`config.mk`:
```
export PLATFORM = sky130hd
export DESIGN_NAME = mem_req_queue
export DESIGN_NICKNAME = d
export VERILOG_FILES = /design/src/rtl/mem_pkg.sv /design/src/rtl/mem_sync_fifo.sv /design/src/rtl/mem_req_queue.sv
export SDC_FILE = /design/constraint.sdc
export NUM_CORES = 1
export LEC_CHECK = 0
export CAP_MARGIN = 25
export CELL_PAD_IN_SITES_DETAIL_PLACEMENT = 0
export CELL_PAD_IN_SITES_GLOBAL_PLACEMENT = 1
export CORE_ASPECT_RATIO = 0.7
export CORE_UTILIZATION = 52
export DETAILED_ROUTE_END_ITERATION = 10
export PLACE_DENSITY_LB_ADDON = 0.1
export SKIP_LAST_GASP = 1
export SYNTH_ARGS = -nofsm -noshare
export SYNTH_HDL_FRONTEND = slang
export SYNTH_SLANG_ARGS = --single-unit
```
`constraint.sdc`:
```
create_clock -name clk_i -period 6.5 [get_ports clk_i]
set_input_delay 0.975 -clock clk_i [delete_from_list [all_inputs] [get_ports clk_i]]
set_output_delay 0.975 -clock clk_i [all_outputs]
set_load 0.02 [all_outputs]
```
`src/rtl/mem_pkg.sv`:
```
// Shared definitions for the memory request path: default widths and the
// request record carried from the requester to the memory port.
package mem_pkg;

    localparam int DEFAULT_ADDR_WIDTH = 8;
    localparam int DEFAULT_MEM_WIDTH  = 16;
    localparam int DEFAULT_DEPTH      = 8;

    typedef struct packed {
        logic                          wr_rd_en;  // 1 = write, 0 = read
        logic [DEFAULT_ADDR_WIDTH-1:0] addr;
        logic [DEFAULT_MEM_WIDTH-1:0]  wdata;
    } mem_req_t;

endpackage

```
`src/rtl/mem_sync_fifo.sv`:
```
// Generic synchronous FIFO. Pointers wrap naturally over a power-of-two
// depth; occupancy is kept in its own counter so full and empty are exact.
// Storage is not reset, only the pointers and the counter are.
module mem_sync_fifo
    import mem_pkg::*;
#(
    parameter int  DEPTH   = DEFAULT_DEPTH,
    parameter type entry_t = mem_req_t
) (
    input  logic                   clk_i,
    input  logic                   rst_i,
    input  logic                   push,
    input  entry_t                 push_data,
    input  logic                   pop,
    output entry_t                 head,
    output logic [$clog2(DEPTH):0] count,
    output logic                   full,
    output logic                   empty
);

    localparam int PTR_W = $clog2(DEPTH);
    localparam int CNT_W = PTR_W + 1;
    localparam logic [CNT_W-1:0] FULL_CNT = CNT_W'(DEPTH);

    entry_t           mem_q [DEPTH];
    logic [PTR_W-1:0] wr_ptr;
    logic [PTR_W-1:0] rd_ptr;
    logic             do_push;
    logic             do_pop;

    // Guard against overflow/underflow even if the caller forgets to.
    always_comb begin
        do_push = push && !full;
        do_pop  = pop && !empty;
    end

    // Pointer and occupancy bookkeeping; push+pop together leaves count alone.
    always_ff @(posedge clk_i) begin
        if (rst_i) begin
            wr_ptr <= '0;
            rd_ptr <= '0;
            count  <= '0;
        end else begin
            if (do_push) wr_ptr <= wr_ptr + 1'b1;
            if (do_pop)  rd_ptr <= rd_ptr + 1'b1;
            if (do_push && !do_pop)      count <= count + 1'b1;
            else if (do_pop && !do_push) count <= count - 1'b1;
        end
    end

    // Entry storage, written at the tail; deliberately without reset.
    always_ff @(posedge clk_i) begin
        if (do_push) mem_q[wr_ptr] <= push_data;
    end

    // Status flags and the head entry seen by the consumer.
    always_comb begin
        full  = (count == FULL_CNT);
        empty = (count == '0);
        head  = mem_q[rd_ptr];
    end

endmodule

```
`src/rtl/mem_req_queue.sv`:
```
// Request queue in front of the memory model. Buffers requests in order,
// presents the oldest one to memory, and turns each completed read into a
// registered one-cycle response pulse.
//
// Handshake rule for both sides: a transfer happens at a posedge exactly when
// valid and ready are both high. The requester side sees s_ready_o low while
// full or in reset (no pass-through on a same-cycle pop). The memory side sees
// valid_o = !empty, and the head fields hold steady until the transfer.
module mem_req_queue
    import mem_pkg::*;
#(
    parameter int ADDR_WIDTH = DEFAULT_ADDR_WIDTH,
    parameter int MEM_WIDTH  = DEFAULT_MEM_WIDTH,
    parameter int DEPTH      = DEFAULT_DEPTH
) (
    input  logic                   clk_i,
    input  logic                   rst_i,
    input  logic                   s_valid_i,
    output logic                   s_ready_o,
    input  logic                   s_wr_rd_en_i,
    input  logic [ADDR_WIDTH-1:0]  s_addr_i,
    input  logic [MEM_WIDTH-1:0]   s_wdata_i,
    output logic                   valid_o,
    input  logic                   ready_i,
    output logic                   wr_rd_en_o,
    output logic [ADDR_WIDTH-1:0]  addr_o,
    output logic [MEM_WIDTH-1:0]   wdata_o,
    input  logic [MEM_WIDTH-1:0]   rdata_i,
    output logic                   rsp_valid_o,
    output logic [MEM_WIDTH-1:0]   rsp_rdata_o,
    output logic [$clog2(DEPTH):0] count_o,
    output logic                   full_o,
    output logic                   empty_o
);

    // Request record sized by this instance's parameters.
    typedef struct packed {
        logic                  wr_rd_en;
        logic [ADDR_WIDTH-1:0] addr;
        logic [MEM_WIDTH-1:0]  wdata;
    } req_t;

    req_t push_req;
    req_t head_req;
    logic push;
    logic pop;

    // Handshake mapping between the two ports and the FIFO.
    always_comb begin
        s_ready_o  = !full_o && !rst_i;
        push       = s_valid_i && s_ready_o;
        valid_o    = !empty_o;
        pop        = valid_o && ready_i;
        push_req   = '{wr_rd_en: s_wr_rd_en_i, addr: s_addr_i, wdata: s_wdata_i};
        wr_rd_en_o = head_req.wr_rd_en;
        addr_o     = head_req.addr;
        wdata_o    = head_req.wdata;
    end

    mem_sync_fifo #(
        .DEPTH   (DEPTH),
        .entry_t (req_t)
    ) u_fifo (
        .clk_i     (clk_i),
        .rst_i     (rst_i),
        .push      (push),
        .push_data (push_req),
        .pop       (pop),
        .head      (head_req),
        .count     (count_o),
        .full      (full_o),
        .empty     (empty_o)
    );

    // Read response register; reset wins so a response due after reset is dropped.
    always_ff @(posedge clk_i) begin
        if (rst_i) begin
            rsp_valid_o <= 1'b0;
            rsp_rdata_o <= '0;
        end else begin
            rsp_valid_o <= pop && !head_req.wr_rd_en;
            if (pop && !head_req.wr_rd_en) rsp_rdata_o <= rdata_i;
        end
    end

endmodule

```
# --- Word level (Yosys, flattened, before mapping) ---
# Memory sizes are Yosys's and may differ from the RTL's. A register that Yosys moved wholly into a read port is not among the register bits.
# Index checks and enable logic that the tools add are counted.
totals:
  reg_bits: 27
  ram_bits: 200
  inputBits: 45
  out_inout_bits: 50
  elab_cells: 33
  mem_count: 1
classes:
  n_addsub: 4
  eq_ne: 1
  mux: 6
  reduce_logical: 16
memory_table:
  columns: ["name", "depth", "word_bits", "rd", "rd_ports_with_merged_regs", "write_ports", "line_no", "rtl"]
  rows:
  - ["u_fifo.mem_q", 8, 25, 1, 1, 1, "mem_sync_fifo.sv:25", "entry_t mem_q [DEPTH];"]
ops:
  columns: ["operator", "n"]
  rows:
  - ["$logic_and A1 B1 Y1", 8]
  - ["$mux W4", 2]
  - ["$add A3 B1 Y3 const B", 2]
  - ["$logic_not A1 Y1", 6]
  - ["$mux W3", 2]
  - ["$add A4 B1 Y4 const B", 1]
  - ["$eq A4 B4 Y1 const B", 1]
  - ["$logic_not A4 Y1", 1]
  - ["$sub A4 B1 Y4 const B", 1]
  - ["$mux W1", 2]
  - ["$reduce_bool A2 Y1", 1]

# --- Depth between registers and ports, before layout ---
logic_depth:
  ltp_word: 9
  depth_mapped: 10
  mapped_depth_nobuf: 10

# --- By module ---
# A second synthesis with hierarchy kept.
unflattened:
  hier_cells: 439
  area_unflattened_um2: 8932.3
by_module_without_submodules:
  columns: ["module", "n_inst", "cells_each", "area_per_inst_um2", "seq_area_each_um2"]
  rows:
  - ["mem_sync_fifo", 1, 363, 8146.6, 6266.0]
  - ["mem_req_queue", 1, 76, 785.8, 340.3]

# --- Least setup slack after synthesis ---
# Ideal clock, no wire load.
synth_timing:
  path_type: "input-to-reg"
  from: "in rst_i"
  to: "mem u_fifo.mem_q[0][0] (netlist bit), enable pin"
  setup_ns: 0.438
  arrival_ns: 3.204
  required_ns: 6.062
  setup_slack_ns: 2.858
  stages: 3
  n_path_buf: 0
  path_cell_list: "nor3b_2 > nand2b_1 > nor3_1"
synth_via:
  elab_chain_cells: 6
synth_rtl:
  columns: ["item", "line_no", "rtl"]
  rows:
  - ["start, declared", "mem_req_queue.sv:17", "input logic rst_i,"]
  - ["$logic_not A1 Y1", "mem_req_queue.sv:50", "s_ready_o = !full_o && !rst_i;"]
  - ["$logic_and A1 B1 Y1", "mem_req_queue.sv:50", null]
  - ["$logic_and A1 B1 Y1", "mem_req_queue.sv:51", "push = s_valid_i && s_ready_o;"]
  - ["$logic_and A1 B1 Y1", "mem_sync_fifo.sv:33", "do_push = push && !full;"]
  - ["$mux W1", "mem_sync_fifo.sv:53", "if (do_push) mem_q[wr_ptr] <= push_data;"]
  - ["$mux W1 (implied by the code)", "mem_sync_fifo.sv:53", null]
  - ["end, declared", "mem_sync_fifo.sv:25", null]
# Every way passes these cells.

==> summary.txt <==
Logic synthesis
  – Mean Syn Cell Area: 20.15 um^2
  – Post-synth EDFFs: 200
  – Dominant synthesized flop cell: edfxtp_1
  – FF+latch count, synth: 230
  – Yosys warning total: 0
  – Sequential-to-total area share from yosys stat: 73.85%
  – Synthesized cell area: 0.008946 mm^2
  – Async SR Flop Fraction: 0%
  – Synth cell types: 35
  – Post-Syn Instances: 444
  – Syn_nets: 495

Hold path
  – Class of the worst hold path: flip-flop to flip-flop
  – Worst hold start: rsp_rdata_o[12]$_SDFFE_PP0P_

CTS
  – Root buf cell: clkbuf_16
  – CTS buffer count: 22
  – Worst-Skew Late Latency: 0.48 ns
  – CTS sink cnt: 230
  – Clock Pin Slew Worst Setup and Hold Paths: 0.06 ns
  – Hold Buf Count CTS: 0
  – Max Root-Sink Buffers: 3
  – Post_cts resized: 0
  – CTS tree: done
  – # Post-CTS Setup Buffers: 0
  – CTS H-tree depth: 1

Setup path
  – CP max-delay cell: clkdlybuf4s50_1
  – Critical path cell sequence: buf_16, mux2i_1, and3_1, nor4_1, clkdlybuf4s50_1
  – CP Data Required Time: 5.52 ns
  – CP endpoint kind: output port
  – Max stage delay on crit path: 0.69 ns
  – Worst Setup Start Kind: flip-flop
  – Crit path max fanout: 43
  – Critical path data arrival time: 2.78 ns
  – Worst Path Buf+Inv: 2
  – CP delay by family, top: buffers and inverters
  – Worst r2r src: u_fifo.count[0]$_SDFFE_PP0P_
  – Crit Path Category: flip-flop to output port

Timing
  – Final Hold Fails: 0
  – Setup ws final: 2.749 ns
  – Slew at the pin closest to its max-slew limit: 0.7778 ns
  – RSZ-0062 raised after global routing: false
  – Final setup fails: 0
  – Maximum clock frequency: 266.6 MHz
  – Minimum clock period: 3.751 ns
  – Setup TNS: 0 ns
  – Skew final: 0.005086 ns
  – Headroom to the max-slew limit: 47.41%
  – Period utilisation layout: 57.71%
  – Final Max Slew Viols: 0

Power and ir drop
  – Pleak: 3.473 nW
  – Reg power frac: 45.1%
  – Switching share of power: 25.51%
  – NetSw: 0.9784 mW
  – Int Power: 2.857 mW
  – Cell area power density: 353.6 mW/mm^2
  – Comb power frac: 24.3%
  – IR drop worst, VDD: 242.1 uV
  – Clock power frac: 30.7%

Drt
  – Total wire length: 16,110 um
  – Detailed-route DRC error count: 0
  – Vias: 4,321
  – Vias/cell: 5.456
  – Wire per inst: 20.34 um
  – Antenna-violating nets left: 0
  – Initial DRC count: 382
  – Initial DRT Pass Iterations: 4

Final layout
  – Antenna diodes: 0
  – Share of cells above drive strength 1: 23.28%
  – Layout area overhead: 21.25%
  – Finished Core Util: 65.57%
  – Design Area, Final: 0.01085 mm^2
  – Layout Nets: 603

Placement
  – Post-placement cell area: 0.01016 mm^2
  – Worst slack at placement: 2.777 ns
  – DP HPWL: 9617 um
  – GPL Wtd Cong: 0.7150
  – Buffers on Ports: 94

Floorplanning
  – Die width: 158.8 um
  – Starting Density: 54.08%
  – FP Rows: 39
  – Die Y: 111.7 um
  – Die area: 0.01774 mm^2
  – Core Box Area: 0.01654 mm^2
  – I/O pin count: 95

GRT
  – First-pass GRT wire length: 25,690 um
  – Vias in the first global route: 4,635
  – Largest net degree at the start of global routing: 53
  – GR Overflow Total: 0
  – Initial antenna violation count: 0
  – Global-route usage over all layers: 19.08%

Job
  – Max Cap Viol: 0

Status
  – Status: completed
[cell usage after synthesis, types with 2 or more instances]
library cell,instances,area [um^2]
dfxtp_1,30,600.6
inv_1,3,11.26
nand2_1,6,22.52
buf_4,3,22.52
a21oi_1,4,20.02
xor2_1,2,17.52
edfxtp_1,200,6006
nor3_1,3,15.01
mux4_2,48,1081
buf_6,2,22.52
nor2_1,17,63.81
nor3b_1,2,15.01
xnor2_1,2,17.52
buf_2,5,25.02
nor2b_1,2,12.51
buf_1,3,11.26
ha_1,5,62.56
mux2i_1,20,200.2
nand2b_1,38,237.7
mux2_2,27,304.0
clkbuf_1,8,30.03
[final timing paths]
check	to	slack, ns	cells after the start
worst max-delay path	wr_rd_en_o	2.75	5
worst min register to register	rsp_rdata_o[12]$_SDFFE_PP0P_	0.47	2
worst max register to register	u_fifo.count[3]$_SDFFE_PP0P_	3.54	9
worst min-delay path	rsp_rdata_o[12]$_SDFFE_PP0P_	0.47	2
[cells by family (layout without fill, tap and decap cells)]
kind of cell	after synthesis	in the layout	share of synthesized area [%]
AO/OA/AOI/OAI	8	8	0.6014
AND/OR/NAND/NOR	75	75	4.755
adder cells (fa/ha/maj)	6	6	0.9231
multiplexers	95	95	17.72
XOR/XNOR	4	4	0.3917
buffers and inverters	26	149	1.762
flip-flops	230	230	73.85
[state kept, by name, summed over array words and instances, names as in the netlist, named ones only]
name / count
u_fifo.mem_q: 200
rsp_rdata_o: 16
u_fifo.count: 4
u_fifo.rd_ptr: 3
u_fifo.wr_ptr: 3
rsp_valid_o: 1
[power groups by stage]
stage                     combinational (mW)  clock (mW)  sequential (mW)
after global routing                    1.00        1.27             1.74
after floorplan                        0.594           0             1.78
after CTS                              0.944        1.21             1.73
after global placement                 0.868           0             1.81
final                                  0.931        1.18             1.73
after detailed placement               0.940           0             1.76
[cell usage in the layout, fill, tap and decap left out, types with 2 or more instances in the layout]
cell	n
edfxtp_1	200
clkdlybuf4s50_1	94
mux4_2	48
nand2b_1	38
dfxtp_1	28
mux2_2	27
clkbuf_16	23
mux2i_1	20
nor2_1	11
buf_4	11
nand2_1	6
nor2_2	6
ha_1	5
clkinv_1	5
clkinv_2	5
a21oi_1	4
clkbuf_1	4
inv_1	3
nor3_2	2
nor3b_1	2
nor2b_1	2
xor2_1	2
xnor2_1	2
[final cells by class]
| class | count | area (um^2) |
|---|---|---|
| sequential | 230 | 6611 |
| fill | 1131 | 5695 |
| multi-input combinational | 188 | 2207 |
| timing repair buffer | 107 | 1066 |
| clock buffer | 27 | 590.6 |
| tap | 225 | 281.5 |
| clock inverter | 12 | 78.83 |
| inverter | 3 | 11.26 |
[routing by layer]
| metal | global-route usage [%] | part of all wire, % | vias to the layer above |
|---|---|---|---|
| met4 | 3.819 | 1.1 | 0 |
| met3 | 2.869 | 5.3 | 16 |
| li1 | - | - | 1975 |
| met2 | 33.10 | 50 | 108 |
| met1 | 26.01 | 43 | 2222 |
| met5 | 0 | 0 | - |
[worst register-to-register path, cell delays in order, from the launching register on]
cell and delay (ns):
dfxtp_1 0.38, nor4b_1 0.71, nor3b_2 0.19, ha_1 0.25, inv_1 0.14, ha_1 0.25
a21o_2 0.21, a21oi_1 0.18, mux2i_1 0.22, mux2_2 0.34
[through the flow]
step | hold WS, ns | power (mW) | instances
4_1_cts | 0.4795 | 3.884 | 791
2_1_floorplan | 0.4541 | 2.369 | 444
3_3_place_gp | 0.4590 | 2.681 | 751
5_1_grt | 0.4995 | 4.005 | 792
3_5_place_dp | 0.4685 | 2.701 | 752
6_report | 0.4741 | 3.835 | 792
No activity file was read; power rests on OpenSTA's default activity.
